$ cat config.mk
export PLATFORM = sky130hd
export DESIGN_NAME = scr_base_l3_bk_rsp_sender_flat
export DESIGN_NICKNAME = d
export VERILOG_FILES = /design/src/rtl/scr_base_l3_bk_rsp_sender_if.sv /design/src/rtl/scr_base_l3_bk_rsp_sender.sv /design/src/flat_wrapper.sv
export SDC_FILE = /design/constraint.sdc
export NUM_CORES = 1
export LEC_CHECK = 0
export BUFFER_PORTS_ARGS = -buffer_cell sky130_fd_sc_hd__buf_2
export CELL_PAD_IN_SITES_DETAIL_PLACEMENT = 0
export CELL_PAD_IN_SITES_GLOBAL_PLACEMENT = 1
export CORE_AREA = 2 2 134 188
export CTS_CLUSTER_SIZE = 25
export DETAILED_ROUTE_END_ITERATION = 6
export DIE_AREA = 0 0 136 190
export GPL_TIMING_DRIVEN = 0
export PLACE_DENSITY_LB_ADDON = 0.1
export SLEW_MARGIN = 20
export SYNTH_ARGS = -nofsm -noshare
export SYNTH_HDL_FRONTEND = slang
export SYNTH_SLANG_ARGS = --single-unit
$ cat constraint.sdc
create_clock -name clk -period 6.4 [get_ports clk]
set_input_delay 1.6 -clock clk [delete_from_list [all_inputs] [get_ports clk]]
set_output_delay 1.6 -clock clk [all_outputs]
set_load 0.02 [all_outputs]
$ cat src/rtl/scr_base_l3_bk_rsp_sender_if.sv
// RSP sender bus bundle: per-cell request/ack lines toward the tracker
// cells, plus the flit output and the credit link toward the interconnect.
interface scr_base_l3_bk_rsp_sender_if #(
    parameter int CELL_NUM = 16,
    parameter int CELL_W   = 4,
    parameter int NODEID_W = 7,
    parameter int OPC_W    = 4,
    parameter int CRDT_MAX = 8
);
    localparam int FLIT_W = OPC_W + 2 * CELL_W + 2 * NODEID_W;
    localparam int CNT_W  = $clog2(CRDT_MAX + 1);

    logic [CELL_NUM-1:0]          rsp_req_vect_i;
    logic [CELL_NUM*OPC_W-1:0]    rsp_req_opc_i;
    logic [CELL_NUM*NODEID_W-1:0] rsp_req_tgtid_i;
    logic [CELL_NUM-1:0]          rsp_req_ack_vect_o;
    logic                         rsp_out_val_o;
    logic [FLIT_W-1:0]            rsp_out_flit_o;
    logic                         rsp_out_crdt_i;
    logic [CNT_W-1:0]             rsp_crdt_cnt_o;
    logic                         rsp_crdt_ovf_o;
    logic                         rsp_busy_o;

    // Sender side (the design)
    modport slave (
        input  rsp_req_vect_i, rsp_req_opc_i, rsp_req_tgtid_i, rsp_out_crdt_i,
        output rsp_req_ack_vect_o, rsp_out_val_o, rsp_out_flit_o,
        output rsp_crdt_cnt_o, rsp_crdt_ovf_o, rsp_busy_o
    );

    // Requester / link side
    modport master (
        output rsp_req_vect_i, rsp_req_opc_i, rsp_req_tgtid_i, rsp_out_crdt_i,
        input  rsp_req_ack_vect_o, rsp_out_val_o, rsp_out_flit_o,
        input  rsp_crdt_cnt_o, rsp_crdt_ovf_o, rsp_busy_o
    );
endinterface

$ cat src/rtl/scr_base_l3_bk_rsp_sender.sv
// L3 bank RSP channel transmitter: round-robin arbitration over tracker
// cells, a small flit FIFO, and a credit-gated registered flit output.
module scr_base_l3_bk_rsp_sender #(
    parameter int SCR_BASE_L3_BK_CELL_NUM        = 16,
    parameter int SCR_BASE_L3_BK_CELL_W          = 4,
    parameter int SCR_BASE_L3_BK_NODEID_W        = 7,
    parameter int SCR_BASE_L3_BK_RSP_OPC_W       = 4,
    parameter int SCR_BASE_L3_BK_RSPS_FIFO_DEPTH = 4,
    parameter int SCR_BASE_L3_BK_RSPS_CRDT_MAX   = 8,
    parameter logic [SCR_BASE_L3_BK_NODEID_W-1:0] SCR_BASE_L3_BK_NODE_ID = 7'h10
) (
    input  logic                          clk,
    input  logic                          rst_n,
    scr_base_l3_bk_rsp_sender_if.slave    rsp_if
);
    localparam int N      = SCR_BASE_L3_BK_CELL_NUM;
    localparam int CW     = SCR_BASE_L3_BK_CELL_W;
    localparam int NW     = SCR_BASE_L3_BK_NODEID_W;
    localparam int OW     = SCR_BASE_L3_BK_RSP_OPC_W;
    localparam int DEPTH  = SCR_BASE_L3_BK_RSPS_FIFO_DEPTH;
    localparam int CMAX   = SCR_BASE_L3_BK_RSPS_CRDT_MAX;
    localparam int FLIT_W = OW + 2 * CW + 2 * NW;
    localparam int CNT_W  = $clog2(CMAX + 1);
    localparam int PTR_W  = $clog2(DEPTH);

    // Only DBID-carrying responses expose the cell index as DBID
    localparam logic [OW-1:0] OPC_COMPDBIDRESP = OW'(4'h5);
    localparam logic [OW-1:0] OPC_DBIDRESP     = OW'(4'h6);

    logic [FLIT_W-1:0] r_fifo_mem [DEPTH];
    logic [PTR_W-1:0]  r_wr_ptr;
    logic [PTR_W-1:0]  r_rd_ptr;
    logic [PTR_W:0]    r_fifo_cnt;
    logic [CW-1:0]     r_rr_ptr;
    logic [CNT_W-1:0]  r_crdt_cnt;
    logic              r_crdt_ovf;
    logic              r_out_val;
    logic [FLIT_W-1:0] r_out_flit;

    logic              w_full;
    logic              w_pop;
    logic              w_found;
    logic [CW:0]       w_sum;
    logic [CW-1:0]     w_cand;
    logic [CW-1:0]     w_grant_idx;
    logic              w_grant_vld;
    logic [N-1:0]      w_ack_vect;
    logic [OW-1:0]     w_opc;
    logic [NW-1:0]     w_tgtid;
    logic [CW-1:0]     w_dbid;
    logic [FLIT_W-1:0] w_push_flit;
    logic [CW-1:0]     w_rr_next;
    logic [CNT_W-1:0]  w_crdt_next;
    logic              w_ovf_set;

    assign w_full = (r_fifo_cnt == (PTR_W+1)'(DEPTH));
    // A flit leaves the FIFO only when there is something queued and a credit
    assign w_pop  = (r_fifo_cnt != '0) && (r_crdt_cnt != '0);

    // Round-robin search from r_rr_ptr; a grant needs FIFO room (or a same-cycle pop)
    always_comb begin
        w_found     = 1'b0;
        w_grant_idx = '0;
        w_sum       = '0;
        w_cand      = '0;
        for (int i = 0; i < N; i++) begin
            w_sum = {1'b0, r_rr_ptr} + (CW+1)'(i);
            if (w_sum >= (CW+1)'(N)) begin
                w_sum = w_sum - (CW+1)'(N);
            end else begin
                w_sum = w_sum;
            end
            w_cand = w_sum[CW-1:0];
            if (!w_found && rsp_if.rsp_req_vect_i[w_cand]) begin
                w_found     = 1'b1;
                w_grant_idx = w_cand;
            end else begin
                w_found     = w_found;
            end
        end
        w_grant_vld = w_found && rst_n && (!w_full || w_pop);
        w_ack_vect  = '0;
        if (w_grant_vld) begin
            w_ack_vect[w_grant_idx] = 1'b1;
        end else begin
            w_ack_vect = '0;
        end
        if (w_grant_idx == CW'(N - 1)) begin
            w_rr_next = '0;
        end else begin
            w_rr_next = w_grant_idx + CW'(1);
        end
    end

    // Pack the winning cell's request into a flit
    always_comb begin
        w_opc   = rsp_if.rsp_req_opc_i[w_grant_idx*OW +: OW];
        w_tgtid = rsp_if.rsp_req_tgtid_i[w_grant_idx*NW +: NW];
        if ((w_opc == OPC_DBIDRESP) || (w_opc == OPC_COMPDBIDRESP)) begin
            w_dbid = w_grant_idx;
        end else begin
            w_dbid = '0;
        end
        w_push_flit = {w_opc, w_grant_idx, w_dbid, SCR_BASE_L3_BK_NODE_ID, w_tgtid};
    end

    // Credit bookkeeping: +return -send, saturating at the maximum with a sticky error
    always_comb begin
        w_crdt_next = r_crdt_cnt;
        w_ovf_set   = 1'b0;
        if (rsp_if.rsp_out_crdt_i && !w_pop) begin
            if (r_crdt_cnt == CNT_W'(CMAX)) begin
                w_crdt_next = r_crdt_cnt;
                w_ovf_set   = 1'b1;
            end else begin
                w_crdt_next = r_crdt_cnt + CNT_W'(1);
            end
        end else if (!rsp_if.rsp_out_crdt_i && w_pop) begin
            w_crdt_next = r_crdt_cnt - CNT_W'(1);
        end else begin
            w_crdt_next = r_crdt_cnt;
        end
    end

    // FIFO storage; stale contents are harmless because the pointers are reset
    always_ff @(posedge clk) begin
        if (w_grant_vld) begin
            r_fifo_mem[r_wr_ptr] <= w_push_flit;
        end
    end

    // FIFO pointers, occupancy and round-robin pointer
    always_ff @(posedge clk) begin
        if (!rst_n) begin
            r_wr_ptr   <= '0;
            r_rd_ptr   <= '0;
            r_fifo_cnt <= '0;
            r_rr_ptr   <= '0;
        end else begin
            if (w_grant_vld) begin
                r_wr_ptr <= r_wr_ptr + PTR_W'(1);
                r_rr_ptr <= w_rr_next;
            end
            if (w_pop) begin
                r_rd_ptr <= r_rd_ptr + PTR_W'(1);
            end
            case ({w_grant_vld, w_pop})
                2'b10:   r_fifo_cnt <= r_fifo_cnt + (PTR_W+1)'(1);
                2'b01:   r_fifo_cnt <= r_fifo_cnt - (PTR_W+1)'(1);
                default: r_fifo_cnt <= r_fifo_cnt;
            endcase
        end
    end

    // Registered flit output and credit state
    always_ff @(posedge clk) begin
        if (!rst_n) begin
            r_out_val  <= 1'b0;
            r_out_flit <= '0;
            r_crdt_cnt <= '0;
            r_crdt_ovf <= 1'b0;
        end else begin
            r_out_val  <= w_pop;
            if (w_pop) begin
                r_out_flit <= r_fifo_mem[r_rd_ptr];
            end
            r_crdt_cnt <= w_crdt_next;
            r_crdt_ovf <= r_crdt_ovf | w_ovf_set;
        end
    end

    assign rsp_if.rsp_req_ack_vect_o = w_ack_vect;
    assign rsp_if.rsp_out_val_o      = r_out_val;
    assign rsp_if.rsp_out_flit_o     = r_out_flit;
    assign rsp_if.rsp_crdt_cnt_o     = r_crdt_cnt;
    assign rsp_if.rsp_crdt_ovf_o     = r_crdt_ovf;
    assign rsp_if.rsp_busy_o         = (r_fifo_cnt != '0);
endmodule
$ cat src/flat_wrapper.sv
// flat-port wrapper written by rule: the top's interface ports become plain ports
module scr_base_l3_bk_rsp_sender_flat 
#(
    parameter int SCR_BASE_L3_BK_CELL_NUM        = 16,
    parameter int SCR_BASE_L3_BK_CELL_W          = 4,
    parameter int SCR_BASE_L3_BK_NODEID_W        = 7,
    parameter int SCR_BASE_L3_BK_RSP_OPC_W       = 4,
    parameter int SCR_BASE_L3_BK_RSPS_FIFO_DEPTH = 4,
    parameter int SCR_BASE_L3_BK_RSPS_CRDT_MAX   = 8,
    parameter logic [SCR_BASE_L3_BK_NODEID_W-1:0] SCR_BASE_L3_BK_NODE_ID = 7'h10
)
  (clk, rst_n, rsp_if_rsp_req_vect_i, rsp_if_rsp_req_opc_i, rsp_if_rsp_req_tgtid_i, rsp_if_rsp_out_crdt_i, rsp_if_rsp_req_ack_vect_o, rsp_if_rsp_out_val_o, rsp_if_rsp_out_flit_o, rsp_if_rsp_crdt_cnt_o, rsp_if_rsp_crdt_ovf_o, rsp_if_rsp_busy_o);
  scr_base_l3_bk_rsp_sender_if rsp_if_i ();
  input  logic clk;
  input  logic rst_n;
  input wire logic [$bits(rsp_if_i.rsp_req_vect_i)-1:0] rsp_if_rsp_req_vect_i;
  input wire logic [$bits(rsp_if_i.rsp_req_opc_i)-1:0] rsp_if_rsp_req_opc_i;
  input wire logic [$bits(rsp_if_i.rsp_req_tgtid_i)-1:0] rsp_if_rsp_req_tgtid_i;
  input wire logic [$bits(rsp_if_i.rsp_out_crdt_i)-1:0] rsp_if_rsp_out_crdt_i;
  output wire logic [$bits(rsp_if_i.rsp_req_ack_vect_o)-1:0] rsp_if_rsp_req_ack_vect_o;
  output wire logic [$bits(rsp_if_i.rsp_out_val_o)-1:0] rsp_if_rsp_out_val_o;
  output wire logic [$bits(rsp_if_i.rsp_out_flit_o)-1:0] rsp_if_rsp_out_flit_o;
  output wire logic [$bits(rsp_if_i.rsp_crdt_cnt_o)-1:0] rsp_if_rsp_crdt_cnt_o;
  output wire logic [$bits(rsp_if_i.rsp_crdt_ovf_o)-1:0] rsp_if_rsp_crdt_ovf_o;
  output wire logic [$bits(rsp_if_i.rsp_busy_o)-1:0] rsp_if_rsp_busy_o;
  assign rsp_if_i.rsp_req_vect_i = rsp_if_rsp_req_vect_i;
  assign rsp_if_i.rsp_req_opc_i = rsp_if_rsp_req_opc_i;
  assign rsp_if_i.rsp_req_tgtid_i = rsp_if_rsp_req_tgtid_i;
  assign rsp_if_i.rsp_out_crdt_i = rsp_if_rsp_out_crdt_i;
  assign rsp_if_rsp_req_ack_vect_o = rsp_if_i.rsp_req_ack_vect_o;
  assign rsp_if_rsp_out_val_o = rsp_if_i.rsp_out_val_o;
  assign rsp_if_rsp_out_flit_o = rsp_if_i.rsp_out_flit_o;
  assign rsp_if_rsp_crdt_cnt_o = rsp_if_i.rsp_crdt_cnt_o;
  assign rsp_if_rsp_crdt_ovf_o = rsp_if_i.rsp_crdt_ovf_o;
  assign rsp_if_rsp_busy_o = rsp_if_i.rsp_busy_o;
  scr_base_l3_bk_rsp_sender #(.SCR_BASE_L3_BK_CELL_NUM(SCR_BASE_L3_BK_CELL_NUM), .SCR_BASE_L3_BK_CELL_W(SCR_BASE_L3_BK_CELL_W), .SCR_BASE_L3_BK_NODEID_W(SCR_BASE_L3_BK_NODEID_W), .SCR_BASE_L3_BK_RSP_OPC_W(SCR_BASE_L3_BK_RSP_OPC_W), .SCR_BASE_L3_BK_RSPS_FIFO_DEPTH(SCR_BASE_L3_BK_RSPS_FIFO_DEPTH), .SCR_BASE_L3_BK_RSPS_CRDT_MAX(SCR_BASE_L3_BK_RSPS_CRDT_MAX), .SCR_BASE_L3_BK_NODE_ID(SCR_BASE_L3_BK_NODE_ID)) u_core (.clk(clk), .rst_n(rst_n), .rsp_if(rsp_if_i));
endmodule
==> flow_metrics.tcl <==
set metrics [dict create \
    required_ns 4.80 \
    slew_headroom_pct 30.6 \
    routedWlPerCell_um 21.3 \
    netlist_area_mm2 0.00880 \
    wl_um 33000 \
    min_period_ns 6.34 \
    rsz0062_at_grt "true" \
    fillCellCount 2335 \
    maxCapViolCount 0 \
    num_rows 68 \
    whs_path_depth 2 \
    dp_hpwl_um 24900 \
    slew_viol_final 0 \
    cts_sinks 113 \
    setup_tns_ns 0 \
    synth_area_leader_cell "edfxtp_1" \
    synth_area_leaders "edfxtp_1 26%, mux4_2 11%, dfxtp_1 8.4%" \
    reg2reg_slack_ns 0.41 \
    hold_viol 0 \
    synth_top_area_share_pct 25.9 \
    min-delay-start "u_core.rsp_if.rsp_out_flit_o[20]$_SDFFE_PN0P_" \
    synth.distinct_cells 83 \
    die_h_um 190 \
    syn_area_per_cell_um2 9.63 \
    io_buffers 237 \
    clockBufferDepth 2 \
    die_area_mm2 0.0258 \
    fin_worst_skew_ns 0.00648 \
    busiest_layer "met2" \
    synth_seq_cells 113 \
    hold_buffers 0 \
    synth_commonest_cells "189 x nand2_1, 76 x edfxtp_1, 68 x nor2_1" \
    drive_gt1_share_pct 43.6 \
    cts_max_level 4 \
    cts_made_buffers 17 \
    hold_end "u_core.rsp_if.rsp_out_flit_o[20]$_SDFFE_PN0P_" \
    root_buffer "clkbuf_16" \
    area_delta_synth_final_pct 42.2 \
    synth_edf_count 76 \
    coreArea_mm2 0.0243 \
    synth_most_common_cell "nand2_1" \
    use_met2_pct 47.0 \
    start_util_pct 36.2 \
    worst_pin_slew_ns 1.04 \
    grt-ovfl-total 0 \
    dieWidth_um 136 \
    grt_max_degree 21 \
    hp-class "reg2reg" \
    gp_congestion 0.921 \
    met3_usage_pct 4.98 \
    synth-seq-area-share_pct 34.3 \
    worstPathMaxFanout 8 \
    antenna_left 0 \
    first_pass_iters 5 \
    synthArstFlopShare_pct 0 \
    grt_use_met1_pct 26.6 \
    final-seq-area_mm2 0.00303 \
    final_nets 1438 \
    drt-initial-drc-count 474 \
    end_kind "output pin" \
    grt_usage_pct 25.1 \
    crit_path_start_kind "primary input" \
    grt_pass1_vias 8649 \
    drcViolationCount 0 \
    reg2reg_to "u_core.r_fifo_mem[0][2]$_DFFE_PP_" \
    arrival_ns 4.74 \
    cts_tree "yes" \
    ios 244 \
    r2r_start "u_core.r_rr_ptr[1]$_SDFFE_PN0P_" \
    grt_pass1_wl_um 49100 \
    fin_crit_sh_pct 99.1 \
    outcome "complete, no violations" \
    multi_input_area_mm2 0.00609 \
    num_vias 8483 \
    crit_type "in2out" \
    reg2reg_depth 24 \
    synth-main-ff-cell "edfxtp_1" \
    worstSkewPairLatency_ns 0.40 \
    syn_inst 914 \
    synth_warnings 0 \
    antenna_found_initial 2 \
    clk_pin_slew_ns 0.06 \
    vias_per_cell 5.46 \
    fmax_mhz 158 \
    hold_ws_ns 0.459 \
    setup_viol 0 \
]
final cells by class:
class	count	area share [%]
antenna	2	0.0400
sequential	113	24.2
tap	315	3.15
timing repair buffer	296	14.7
buffer	61	3.66
clock buffer	18	3.43
clock inverter	14	1.32
multi-input combinational	713	48.7
inverter	22	0.800
worst max path at each step:
stage / start / to / slack (ns) / cells past startpoint
3_3_place_gp: u_core.r_rr_ptr[1]$_SDFFE_PN0P_ / rsp_if_rsp_req_ack_vect_o[11] / -1.85 / 19
3_5_place_dp: u_core.r_rr_ptr[1]$_SDFFE_PN0P_ / rsp_if_rsp_req_ack_vect_o[11] / -1.79 / 19
5_1_grt: u_core.r_rr_ptr[1]$_SDFFE_PN0P_ / rsp_if_rsp_req_ack_vect_o[4] / -0.04 / 19
4_1_cts: rsp_if_rsp_req_vect_i[14] / rsp_if_rsp_req_ack_vect_o[8] / -0.12 / 19
2_1_floorplan: rsp_if_rsp_req_vect_i[14] / rsp_if_rsp_req_ack_vect_o[11] / -0.004 / 15
6_report: rsp_if_rsp_req_vect_i[4] / rsp_if_rsp_req_ack_vect_o[13] / 0.06 / 13
what timing repair did:
action	in CTS	in global routing
setup buffers	40	18
gates cloned	2	0
setup endpoints to repair	156	16
endpoints found under the hold margin	0	0
pin swaps	24	35
resized for setup	157	65
metal layers:
layer	routed length, um	share of wire (%)
met5	0	0
met4	1630	4.9
met3	1830	5.5
met2	17700	54
met1	11900	36
kinds of logic after synthesis:
group,share of synthesized area [%]
mux,19.7
flops,34.3
other cells,0.0426
fa+ha+maj,2.87
simple gates,18.8
buf+inv,5.30
xor+xnor,1.99
compound gates,17.0
cell usage in the layout, fill, tap and decap left out, drive strengths merged, types with 23 or more instances in the layout:
cell / n
clkbuf: 43
buf: 330
o21ai: 23
nand2: 189
mux4: 44
nor2: 68
a21oi: 26
edfxtp: 76
dfxtp: 37
nand3: 25
mux2i: 49
through the flow:
step / util (%) / cell area, um2 / setup slack (ns) / std cells
finish: 51.4 / 12500 / 0.0608 / 1554
global route: 51.4 / 12500 / -0.0393 / 1554
CTS: 49.9 / 12100 / -0.123 / 1540
detailed placement: 43.3 / 10500 / -1.79 / 1471
global placement: 43.3 / 10500 / -1.85 / 1471
floorplan: - / 8970 / -0.00439 / 919
worst max-delay path, stage by stage:
cell and delay (ns):
buf_2 0.14, mux4_2 0.46, mux2i_1 0.38, mux2i_2 0.32, nor2_4 0.22, o211ai_4 0.11
buf_6 0.16, a211oi_2 0.31, a2111oi_4 0.07, a41oi_4 0.42, nand3_4 0.25, nor2_4 0.16
buf_6 0.12
flip-flops by register name (all words and copies together), names as in the netlist:
signal	count
u_core.r_fifo_cnt	3
u_core.r_fifo_mem	76
u_core.r_rd_ptr	2
u_core.r_rr_ptr	4
u_core.r_wr_ptr	2
u_core.rsp_if.rsp_crdt_cnt_o	4
u_core.rsp_if.rsp_crdt_ovf_o	1
u_core.rsp_if.rsp_out_flit_o	20
u_core.rsp_if.rsp_out_val_o	1
Power is left out: the tool's default activity adds up to more than one toggle a clock period on the data nets, which glitch-free logic cannot reach.
